[src/rtl/ctrl_pipe.sv]
// ctrl_pipe -- registered RV32I instruction-decode / control stage.
//
// Decodes a 32-bit instruction into the datapath control bundle and holds it
// in the ID/EX register. A valid/ready handshake connects it to fetch (in_*)
// and execute (ex_*). Issue stalls on a load-use hazard and, when the M
// extension is built in, for DIV_LAT-1 cycles after a divide/remainder.
// A flush from EX kills both the ID/EX slot and the instruction on offer.
//
// Ports:
//   clk, rst         clock (rising edge), synchronous active-high reset
//   in_valid/in_instr/in_ready   fetch handshake (in_ready is combinational)
//   flush            EX redirect, overrides hold, hazard and divide wait
//   ex_ready         EX consumes the ID/EX register this cycle
//   ex_valid         ID/EX holds a real instruction
//   RegWe, ASel, BSel, DRAMWE, RWSel, SextOpe, DRAM_EX_TYPE, PCCTRL
//                    registered control bundle
//   ex_rd, ex_is_load, ex_mdu_op, ex_mdu, ex_illegal
//                    registered side-band decode information
module ctrl_pipe #(
    parameter bit ENABLE_M = 1'b0,
    parameter int DIV_LAT  = 8
) (
    input  logic        clk,
    input  logic        rst,
    input  logic        in_valid,
    input  logic [31:0] in_instr,
    output logic        in_ready,
    input  logic        flush,
    input  logic        ex_ready,
    output logic        ex_valid,
    output logic        RegWe,
    output logic        ASel,
    output logic        BSel,
    output logic        DRAMWE,
    output logic [1:0]  RWSel,
    output logic [4:0]  SextOpe,
    output logic [1:0]  DRAM_EX_TYPE,
    output logic [3:0]  PCCTRL,
    output logic [4:0]  ex_rd,
    output logic        ex_is_load,
    output logic [2:0]  ex_mdu_op,
    output logic        ex_mdu,
    output logic        ex_illegal
);

    localparam logic [4:0] CNT_INIT = 5'(DIV_LAT - 1);

    typedef struct packed {
        logic       reg_we;
        logic       a_sel;
        logic       b_sel;
        logic       dram_we;
        logic [1:0] rw_sel;
        logic [4:0] sext;      // {i,s,b,j,u}
        logic [1:0] dram_type;
        logic [3:0] pcctrl;    // {BRANCH, BJ, cond}
        logic [4:0] rd;
        logic       is_load;
        logic [2:0] mdu_op;
        logic       mdu;
        logic       illegal;
    } ctrl_t;

    typedef enum logic {S_RUN, S_DIV_WAIT} state_t;

    // ---------------------------------------------------------------- decode
    logic [4:0] w_op;
    logic [2:0] w_f3;
    logic [4:0] w_rd;
    logic       w_full, w_is_r, w_is_lui, w_is_auipc, w_is_jal, w_is_s, w_is_b;
    logic       w_is_load, w_is_opimm, w_is_jalr, w_is_i, w_is_u, w_is_m;
    logic       w_known, w_is_slt;
    logic [1:0] w_cond;
    logic [1:0] w_use_rs;
    logic [4:0] w_rs [2];
    ctrl_t      w_dec;

    assign w_op       = in_instr[6:2];
    assign w_f3       = in_instr[14:12];
    assign w_rd       = in_instr[11:7];
    assign w_rs[0]    = in_instr[19:15];
    assign w_rs[1]    = in_instr[24:20];
    assign w_full     = (in_instr[1:0] == 2'b11);   // compressed space decodes as NOP
    assign w_is_r     = (w_op == 5'b01100);
    assign w_is_lui   = (w_op == 5'b01101);
    assign w_is_auipc = (w_op == 5'b00101);
    assign w_is_jal   = (w_op == 5'b11011);
    assign w_is_s     = (w_op == 5'b01000);
    assign w_is_b     = (w_op == 5'b11000);
    assign w_is_load  = (w_op == 5'b00000);
    assign w_is_opimm = (w_op == 5'b00100);
    assign w_is_jalr  = (w_op == 5'b11001);
    assign w_is_i     = w_is_load | w_is_opimm | w_is_jalr;
    assign w_is_u     = w_is_lui | w_is_auipc;
    assign w_is_m     = w_is_r & (in_instr[31:25] == 7'b0000001);
    // M encodings without the M unit are reported as illegal.
    assign w_known    = (w_is_r | w_is_u | w_is_jal | w_is_s | w_is_b | w_is_i)
                        & ~(w_is_m & ~ENABLE_M);
    // SLT/SLTU/SLTI/SLTIU; func3 010/011 of an M op is MULHSU/MULHU instead.
    assign w_is_slt   = ((w_is_r & ~w_is_m) | w_is_opimm) & (w_f3[2:1] == 2'b01);

    assign w_use_rs[0] = w_full & w_known & (w_is_r | w_is_i | w_is_s | w_is_b);
    assign w_use_rs[1] = w_full & w_known & (w_is_r | w_is_s | w_is_b);

    always_comb begin
        w_cond = 2'b11;
        case (w_f3)
            3'b000:         w_cond = 2'b00;
            3'b001:         w_cond = 2'b01;
            3'b100, 3'b110: w_cond = 2'b10;
            default:        w_cond = 2'b11;
        endcase
    end

    always_comb begin
        w_dec = '0;
        if (w_full) begin
            if (!w_known) begin
                w_dec.illegal = 1'b1;
            end else begin
                w_dec.reg_we    = ~(w_is_s | w_is_b) & (w_rd != 5'd0);
                w_dec.a_sel     = w_is_jal | w_is_b | w_is_auipc | w_is_slt;
                w_dec.b_sel     = ~((w_is_r & ~w_is_slt) | (w_is_opimm & w_is_slt));
                w_dec.dram_we   = w_is_s;
                if (w_is_load)
                    w_dec.rw_sel = 2'b01;
                else if (w_is_slt)
                    w_dec.rw_sel = 2'b11;
                else if (w_is_jal | w_is_jalr)
                    w_dec.rw_sel = 2'b10;
                else
                    w_dec.rw_sel = 2'b00;
                w_dec.sext      = {w_is_i, w_is_s, w_is_b, w_is_jal, w_is_u};
                w_dec.dram_type = w_f3[1:0];
                w_dec.pcctrl    = {w_is_b | w_is_jal | w_is_jalr, w_is_b, w_cond};
                w_dec.rd        = w_rd;
                w_dec.is_load   = w_is_load;
                w_dec.mdu       = w_is_m;
                w_dec.mdu_op    = w_is_m ? w_f3 : 3'b000;
            end
        end
    end

    // -------------------------------------------------------------- control
    state_t     r_state, w_state_next;
    logic [4:0] r_cnt, w_cnt_next;
    logic       r_valid;
    ctrl_t      r_ctrl;
    logic [1:0] w_rs_hit;
    logic       w_hazard, w_adv, w_accept;

    // Compare each source field against the load destination in EX.
    genvar gi;
    generate
        for (gi = 0; gi < 2; gi++) begin : g_rs_hit
            assign w_rs_hit[gi] = w_use_rs[gi] & (w_rs[gi] == r_ctrl.rd);
        end
    endgenerate

    assign w_hazard = r_valid & r_ctrl.is_load & (r_ctrl.rd != 5'd0) & in_valid
                      & (|w_rs_hit);
    assign w_adv    = ~r_valid | ex_ready;
    // During a flush the offered word is taken and thrown away.
    assign in_ready = ~rst & (flush | (w_adv & ~w_hazard & (r_state == S_RUN)));
    assign w_accept = in_valid & in_ready & ~flush;

    always_comb begin
        w_state_next = r_state;
        w_cnt_next   = r_cnt;
        if (flush) begin
            w_state_next = S_RUN;
            w_cnt_next   = 5'd0;
        end else begin
            case (r_state)
                S_RUN: begin
                    if (w_accept & w_dec.mdu & w_dec.mdu_op[2]) begin
                        w_state_next = S_DIV_WAIT;
                        w_cnt_next   = CNT_INIT;
                    end
                end
                S_DIV_WAIT: begin
                    w_cnt_next = r_cnt - 5'd1;
                    if (r_cnt <= 5'd1) begin
                        w_state_next = S_RUN;
                        w_cnt_next   = 5'd0;
                    end
                end
                default: begin
                    w_state_next = S_RUN;
                    w_cnt_next   = 5'd0;
                end
            endcase
        end
    end

    always_ff @(posedge clk) begin
        if (rst) begin
            r_state <= S_RUN;
            r_cnt   <= 5'd0;
            r_valid <= 1'b0;
            r_ctrl  <= '0;
        end else begin
            r_state <= w_state_next;
            r_cnt   <= w_cnt_next;
            if (flush) begin
                r_valid <= 1'b0;
            end else if (w_accept) begin
                r_valid <= 1'b1;
                r_ctrl  <= w_dec;
            end else if (w_adv) begin
                r_valid <= 1'b0;    // bubble: nothing issued, EX drained
            end
        end
    end

    assign ex_valid     = r_valid;
    assign RegWe        = r_ctrl.reg_we;
    assign ASel         = r_ctrl.a_sel;
    assign BSel         = r_ctrl.b_sel;
    assign DRAMWE       = r_ctrl.dram_we;
    assign RWSel        = r_ctrl.rw_sel;
    assign SextOpe      = r_ctrl.sext;
    assign DRAM_EX_TYPE = r_ctrl.dram_type;
    assign PCCTRL       = r_ctrl.pcctrl;
    assign ex_rd        = r_ctrl.rd;
    assign ex_is_load   = r_ctrl.is_load;
    assign ex_mdu_op    = r_ctrl.mdu_op;
    assign ex_mdu       = r_ctrl.mdu;
    assign ex_illegal   = r_ctrl.illegal;

endmodule

[config.mk]
export PLATFORM = sky130hd
export DESIGN_NAME = ctrl_pipe
export DESIGN_NICKNAME = d
export VERILOG_FILES = /design/src/rtl/ctrl_pipe.sv
export SDC_FILE = /design/constraint.sdc
export NUM_CORES = 1
export LEC_CHECK = 0
export CORE_MARGIN = 2
export CORE_UTILIZATION = 30
export CTS_CLUSTER_DIAMETER = 80
export CTS_CLUSTER_SIZE = 30
export DETAILED_ROUTE_END_ITERATION = 10
export HOLD_SLACK_MARGIN = 0.03
export SLEW_MARGIN = 0
export SYNTH_ARGS = -nofsm -noshare
export SYNTH_HDL_FRONTEND = slang
export SYNTH_SLANG_ARGS = --single-unit
[constraint.sdc]
create_clock -name clk -period 5.72 [get_ports clk]
set_clock_uncertainty 0.2 [all_clocks]
set_input_delay 1.43 -clock clk [delete_from_list [all_inputs] [get_ports clk]]
set_output_delay 1.43 -clock clk [all_outputs]
set_load 0.05 [all_outputs]
==> impl_metrics.tcl <==
set metrics [dict create \
    outcome "finished clean" \
    synthArstFlopShare 0 \
    wl_per_cell_um 13.2 \
    layout-drive-gt1-share 0.0749 \
    avgSynthCellArea_um2 8.98 \
    ant_nets 0 \
    vias_per_cell 4.67 \
    synth_compound_area_frac 0.0940 \
    critPathSlowestCell "clkdlybuf4s50_1" \
    cts.htree.levels 2 \
    yosys.area_share.simple 0.287 \
    synth_adder_area_share 0.0137 \
    yosys_warnings 0 \
    post_cts_buffers 0 \
    grt_pass1_vias 1575 \
    path_cells "clkdlybuf4s50_1 -> nor4b_1 -> and3_1 -> a211o_2 -> a211o_4 -> a21oi_1 -> nor2_1 -> buf_12" \
    synth_cell_types 46 \
    final_max_slew_viol_count 0 \
    max_stage_delay_ns 0.70 \
    hold_path_class "register to register" \
    synth_xor_area_frac 0.0625 \
    placed_area_um2 2510 \
    cts.sinks 33 \
    finalNetCount 305 \
    vias 1597 \
    num_rows 28 \
    critPathKind "primary input to primary output" \
    synth_flop_cell "dfxtp_1" \
    num_io_pins 67 \
    numCtsBuffers 5 \
    first_pass_iters 4 \
    dieWidth_um 82.0 \
    root_buffer "clkbuf_8" \
    cp.arrival_ns 3.55 \
    synth_area_um2 1820 \
    fin_crit_ns 5.18 \
    worst_setup_hold_path_clk_slew_ns 0.07 \
    synth-edff-count 0 \
    clk_latency_ns 0.29 \
    syn2layout_area_growth_pct 43.4 \
    relSlewSlack 0.600 \
    end_kind "primary output" \
    grt_max_degree 38 \
    n_fill_cell 554 \
    cts_tree "done" \
    syn-num-nets 242 \
    dp_hpwl_mm 3.35 \
    ys_ff_latch 33 \
    cts-hold-fix-buffers 0 \
    hold_viol 0 \
    syn_inst 203 \
    dieArea_um2 6720 \
    crit_path_start_kind "primary input" \
    required_ns 4.09 \
    rsz0062_at_grt "no" \
    synth_top_family_by_area "simple AND/OR/NAND/NOR gates" \
    p_leak_nw 1.04 \
    final.setup.tns_ns 0 \
    clockBufferDepth 2 \
    final_common_cell "clkdlybuf4s50_1" \
    initial_core_util 0.310 \
    gr-total-overflow 0 \
    cp_max_fo 12 \
    setup_violations 0 \
    worst_pin_slew_ns 0.599 \
    cap_violations 0 \
    grtUsageTotal 0.146 \
    grt_pass1_wl_mm 7.33 \
    num_antenna_cells 0 \
    final_cell_mix "clkdlybuf4s50_1 (65), dfxtp_1 (33), nand2b_1 (18), mux2i_1 (18), nand2_1 (17)" \
    stdcell_area_um2 2620 \
    totalWireLength_mm 4.52 \
    finalCritPeriodShare 0.906 \
    drcViolationCount 0 \
    port_buffers 66 \
    gp_congestion 0.804 \
    antenna_found_initial 0 \
    vdd_drop_max_mv 0.0783 \
    fmax_mhz 193 \
    cts_resized 0 \
    coreArea_um2 5890 \
    die_h_um 82.0 \
    drt_iter0_markers 65 \
    power.density_nw_per_um2 190 \
    synthMuxAreaShare 0.124 \
    ys_seq_area_frac 0.362 \
]
## synthesized netlist by cell type (2+ instances only)
cell type	n	area share
dfxtp_1	33	0.36
mux2i_1	18	0.099
nand2b_1	18	0.062
nand2_1	17	0.035
nor2_1	14	0.029
a21oi_1	9	0.025
nor3_1	9	0.025
xor2_1	9	0.043
inv_1	6	0.012
o21ai_0	6	0.016
nor2b_1	5	0.017
and3b_1	4	0.019
clkbuf_1	4	0.0082
mux2_2	4	0.025
xnor2_1	4	0.019
nor4_1	3	0.010
nor4b_1	3	0.014
and3_1	2	0.0069
buf_2	2	0.0055
buf_4	2	0.0082
buf_8	2	0.016
ha_1	2	0.014
nand4_1	2	0.0069
o21ai_1	2	0.0055
or4_1	2	0.0082
## cell type report
| class | count | area, um^2 | area share |
|---|---|---|---|
| clock buffer | 7 | 96.3 | 0.0368 |
| inverter | 6 | 22.5 | 0.00861 |
| tap | 75 | 93.8 | 0.0359 |
| timing repair buffer | 67 | 678 | 0.259 |
| multi-input combinational | 153 | 1060 | 0.405 |
| clock inverter | 1 | 5.00 | 0.00191 |
| sequential | 33 | 661 | 0.253 |
## flip-flops by register name, summed over array words and instances (netlist names)
signal and flops:
r_cnt 5, ex_rd 5, ex_valid 1, r_state 1
SextOpe 5, ex_illegal 1, PCCTRL 3, ex_is_load 1
DRAM_EX_TYPE 2, ex_mdu 1, ASel 1, RWSel 2
ex_mdu_op 3, BSel 1, RegWe 1
## stage by stage
stage                     std cells  hold slack, ns  setup WS (ns)  total power [W]  utilization
after floorplan                 203           0.264           1.04         0.000270            -
after global placement          334           0.265          0.573         0.000305        0.427
after detailed placement        334           0.268          0.565         0.000305        0.427
after CTS                       342           0.283          0.557         0.000502        0.444
after global routing            342           0.296          0.369         0.000516        0.444
final                           342           0.279          0.538         0.000497        0.444
## worst paths after layout
check / slack [ns] / endpoint / cells after the start / startpoint
setup / recovery: 0.54 / in_ready / 8 / in_instr[6]
hold / removal: 0.28 / SextOpe[0] / 2 / SextOpe[0]
setup reg to reg: 3.52 / ex_illegal / 6 / ex_rd[0]
hold reg to reg: 0.28 / SextOpe[0] / 2 / SextOpe[0]
## cell families (layout without fill, tap and decap cells)
family                   Yosys count  after routing
AND/OR/NAND/NOR                   90             90
XOR/XNOR                          13             13
flip-flops                        33             33
multiplexers                      22             22
buffers and inverters             17             81
AO/OA/AOI/OAI                     26             26
adder cells (fa/ha/maj)            2              2
## power by group
part	switching [W]	internal, W
registers	0.000000945	0.000231
clock network	0.0000888	0.000109
logic	0.0000306	0.0000375
total	0.000120	0.000377
## critical path, delay by kind of cell
kind | cells | cell delay, ns
buffers and inverters | 2 | 0.87
AO/OA/AOI/OAI | 3 | 0.86
AND/OR/NAND/NOR | 3 | 0.39
## per-layer routing
metal	routed length (um)	GRT usage	vias to the layer above
met5	0	0	-
met3	331	0.0516	7
met4	76	0.0567	0
met2	2000	0.225	49
met1	2110	0.184	710
li1	-	-	831
Power figures use the tool's default switching activity.
